==> config.mk <==
export PLATFORM = sky130hd
export DESIGN_NAME = mult_seq_ctrl
export DESIGN_NICKNAME = d
export VERILOG_FILES = /design/src/rtl/mult_seq_ctrl.sv
export SDC_FILE = /design/constraint.sdc
export NUM_CORES = 1
export LEC_CHECK = 0
export CAP_MARGIN = 40
export CORE_MARGIN = 10
export CORE_UTILIZATION = 40
export DETAILED_ROUTE_END_ITERATION = 12
export GPL_TIMING_DRIVEN = 1
export MAX_ROUTING_LAYER = met4
export PLACE_DENSITY = 0.7
export SYNTH_ARGS = -nofsm -noshare
export SYNTH_HDL_FRONTEND = slang
export SYNTH_SLANG_ARGS = --single-unit
==> constraint.sdc <==
create_clock -name clk -period 4.41 [get_ports clk]
set_input_delay 1.323 -clock clk [delete_from_list [all_inputs] [get_ports clk]]
set_output_delay 1.323 -clock clk [all_outputs]
set_load 0.01 [all_outputs]
==> src/rtl/mult_seq_ctrl.sv <==
// Sequencing controller for the iterative shift-add multiplier: issues load/add/shift
// strobes for one multiply per start pulse and owns the result display scroll window.
module mult_seq_ctrl #(
    parameter int WIDTH   = 8,
    parameter int ITER_W  = 4,
    parameter int WIN_MAX = 2
) (
    input  logic              clk,
    input  logic              rst,
    input  logic              start,
    input  logic              left,
    input  logic              right,
    input  logic              mp_lsb,
    output logic              load,
    output logic              add_en,
    output logic              shift_en,
    output logic              busy,
    output logic              done,
    output logic [ITER_W-1:0] iter,
    output logic [1:0]        win_sel
);

    typedef enum logic [1:0] {
        IDLE,
        LOAD,
        CALC,
        DONE
    } state_t;

    localparam logic [ITER_W-1:0] ITER_LAST = ITER_W'(WIDTH - 1);
    localparam logic [1:0]        WIN_TOP   = 2'(WIN_MAX);

    state_t state;
    state_t state_next;

    // NOTE: state elements use non-blocking assignments so every register samples pre-edge values.
    always_ff @(posedge clk or posedge rst) begin
        if (rst) state <= IDLE;
        else     state <= state_next;
    end

    // NOTE: every output of this block gets a default first, so no path can infer a latch.
    always_comb begin
        state_next = state;
        load       = 1'b0;
        shift_en   = 1'b0;
        add_en     = 1'b0;
        busy       = 1'b0;
        unique case (state)
            IDLE: if (start) state_next = LOAD;
            LOAD: begin
                load       = 1'b1;
                busy       = 1'b1;
                state_next = CALC;
            end
            CALC: begin
                shift_en = 1'b1;
                add_en   = mp_lsb;
                busy     = 1'b1;
                if (iter == ITER_LAST) state_next = DONE;
            end
            DONE: if (start) state_next = LOAD;
            default: state_next = IDLE;
        endcase
    end

    // The counter holds at its last value in DONE so the final iteration stays visible.
    always_ff @(posedge clk or posedge rst) begin
        if (rst) begin
            iter <= '0;
        end else if (state == LOAD) begin
            iter <= '0;
        end else if (state == CALC && iter != ITER_LAST) begin
            iter <= iter + ITER_W'(1);
        end
    end

    // Registered from the next state so done drops on the same edge that accepts a restart.
    always_ff @(posedge clk or posedge rst) begin
        if (rst) done <= 1'b0;
        else     done <= (state_next == DONE);
    end

    // Scrolling only in DONE; a simultaneous start takes priority and LOAD clears the window.
    always_ff @(posedge clk or posedge rst) begin
        if (rst) begin
            win_sel <= 2'd0;
        end else if (state == LOAD) begin
            win_sel <= 2'd0;
        end else if (state == DONE && !start) begin
            if (left && !right && win_sel < WIN_TOP)
                win_sel <= win_sel + 2'd1;
            else if (right && !left && win_sel != 2'd0)
                win_sel <= win_sel - 2'd1;
        end
    end

endmodule

==> impl_metrics.json <==
{
  "critical_path.most_common_cell": "clkdlybuf4s50_1",
  "ys.warnings.count": 0,
  "post-cts-setup-buffers": 0,
  "ant_nets": 0,
  "grt_pass1_vias": 500,
  "synth_mux_area_share_pct": 3.95,
  "startpoint": "mp_lsb",
  "rsz0062_at_grt": "no",
  "gr-usage-met1_pct": 8.99,
  "cts_tree": "yes",
  "cp_cell_sequence": "clkdlybuf4s50_1, and2_2, clkdlybuf4s50_1",
  "postCtsHoldBufs": 0,
  "grt_util_met2_pct": 12.4,
  "synth_top_family_by_area": "simple AND/OR/NAND/NOR gates",
  "io_pins": 17,
  "grt_max_degree": 12,
  "critPathCaptureType": "primary output",
  "crit_end": "add_en",
  "rr_endpoint": "iter[0]",
  "grt_usage_pct": 8.23,
  "slew_viol_final": 0,
  "grt.met3_usage_pct": 4.27,
  "crit_buf_inv": 2,
  "dp_hpwl_um": 959,
  "cts_buffer_depth": 2,
  "antenna_cells": 0,
  "p_leak_nw": 0.319,
  "crit_path_top_delay_cell": "clkdlybuf4s50_1",
  "power_density_nw_per_um2": 660,
  "syn_area_per_cell_um2": 9.61,
  "peakVddDrop_mv": 0.310,
  "dieArea_um2": 3210,
  "grt_pass1_wl_um": 2130,
  "numCtsBuffers": 3,
  "hold_viol_final": 0,
  "crit_required_ns": 3.09,
  "crit_type": "input port to primary output",
  "design_area_um2": 741,
  "critical_path.max_stage_delay_ns": 0.53,
  "reg2reg_depth": 5,
  "ys_ff_latch": 9,
  "hold_depth": 2,
  "startpoint_type": "input port",
  "yosys.area_share.simple_pct": 26.7,
  "place_ws_ns": 0.649,
  "finalPower_mw": 0.489,
  "dpl-instance-area_um2": 713,
  "drc_errors": 0,
  "synth-xor-area-share_pct": 0,
  "fin_cells": 90,
  "critPathTopFamily": "buffers and inverters",
  "nets": 86,
  "cap_viol_max_count": 0,
  "reg2reg_slack_ns": 2.76,
  "postLayoutCoreUtil_pct": 57.6,
  "h-tree-depth": 1,
  "gp_congestion": 0.713,
  "dp.cells": 86,
  "num_vias": 476,
  "setup_viol": 0,
  "die_h_um": 56.7,
  "cp.depth": 3,
  "start_util_pct": 41.9,
  "first_iter_violations": 5,
  "viasPerCell": 5.29,
  "max_freq_mhz": 267,
  "dr.pass1.iters": 4,
  "drive_gt1_share_pct": 12.0,
  "syn_inst": 56,
  "worst_pin_slew_ns": 0.393,
  "core_um2": 1280,
  "num_rows": 13,
  "hp-class": "flop to flop",
  "die_w_um": 56.7,
  "clk_pin_slew_ns": 0.06,
  "cts.repair.resized": 0,
  "fin_skew_ns": 0.00763,
  "top_usage_layer": "met2",
  "yosysUniqueCellTypes": 26,
  "insertion_delay_ns": 0.26,
  "cp_max_fo": 1,
  "whs_ns": 0.588,
  "finalSetupTns_ns": 0,
  "setup_ws_ns": 0.663,
  "cts_root_buffer": "clkbuf_4",
  "antenna_found_initial": 0,
  "outcome": "finished clean",
  "routed_wirelength_um": 1210,
  "crit_arrival_ns": 2.42,
  "period_share_pct": 85.0,
  "ys_seq_area_share_pct": 41.9,
  "synth_nets": 66,
  "grt_overflow": 0,
  "maxSlewHeadroom_pct": 73.8,
  "synth-adder-area-share_pct": 9.30,
  "synth_area_um2": 538,
  "cts_num_sinks": 9,
  "fin_crit_ns": 3.75,
  "portBuffers": 16,
  "synth-compound-area-share_pct": 13.3,
  "syn_to_final_growth_pct": 37.7,
  "wl_per_cell_um": 13.4,
  "reg2reg_from": "state[0]"
}
[power by group]
group | internal [mW] | switching [mW] | total [mW]
combinational | 0.147 | 0.130 | 0.276
clock | 0.0333 | 0.0279 | 0.0612
sequential | 0.117 | 0.0343 | 0.151
[flip-flops by register name, summed over array words and instances, names as in the netlist]
| signal | count |
|---|---|
| state | 2 |
| done | 1 |
| win_sel | 2 |
| iter | 4 |
[worst register-to-register path: stages, from the launching register on]
cell and delay, ns:
dfrtp_1 0.41, inv_1 0.07, ha_1 0.35, inv_1 0.07, a31oi_1 0.26, mux2_2 0.38
[layer usage]
metal	part of all wire, %	wire length, um
met5	0	0
met3	10	120
met1	45	545
met2	44	532
met4	0.50	6
[synthesized netlist by cell type]
cell type  count  area (um^2)
a21oi_1        3         15.0
a21oi_2        1         8.76
a2bb2oi_1      1         8.76
a31oi_1        2         12.5
and2_1         3         18.8
and2_2         1         7.51
and4_2         1         10.0
and4bb_2       1         12.5
clkbuf_1       1         3.75
dfrtp_1        9          225
ha_1           4         50.1
inv_1          6         22.5
mux2_2         1         11.3
mux2i_1        1         10.0
nand2_1        3         11.3
nand2b_1       4         25.0
nand4_1        1         6.26
nand4b_1       1         8.76
nand4bb_1      1         11.3
nor2_1         4         15.0
nor2b_1        1         6.26
nor3_1         1         5.00
o21ai_0        2         10.0
o31ai_1        1         7.51
o41ai_1        1         8.76
or3_1          1         6.26
[final cells by class]
class	count	area, um^2
clock inverters	1	5.00
clock buffers	3	22.5
inverters	6	22.5
fillers	136	544
multi-input cells	40	287
repair buffers	16	160
well taps	15	18.8
flip-flops and latches	9	225
[cells in the final DEF, fill, tap and decap left out, drive strengths merged, types with 2 or more instances in the layout]
cell type / count
a21oi: 4
a31oi: 2
and2: 4
clkbuf: 3
clkdlybuf4s50: 16
dfrtp: 9
ha: 4
inv: 6
nand2: 3
nand2b: 4
nor2: 4
o21ai: 2
[worst min path at each step]
stage               startpoint          to
floorplan             state[1]    state[1]
global placement    win_sel[1]  win_sel[1]
detailed placement  win_sel[1]  win_sel[1]
CTS                 win_sel[1]  win_sel[1]
global route        win_sel[1]  win_sel[1]
finish              win_sel[1]  win_sel[1]
[cells by family (layout without fill, tap and decap cells)]
logic type | Yosys count | in the layout
muxes | 2 | 2
DFF | 9 | 9
AOI/OAI and AO/OA | 11 | 11
and+or+nand+nor | 23 | 23
buffers and inverters | 7 | 26
adders and majority gates | 4 | 4
No activity file was read; power rests on OpenSTA's default activity.
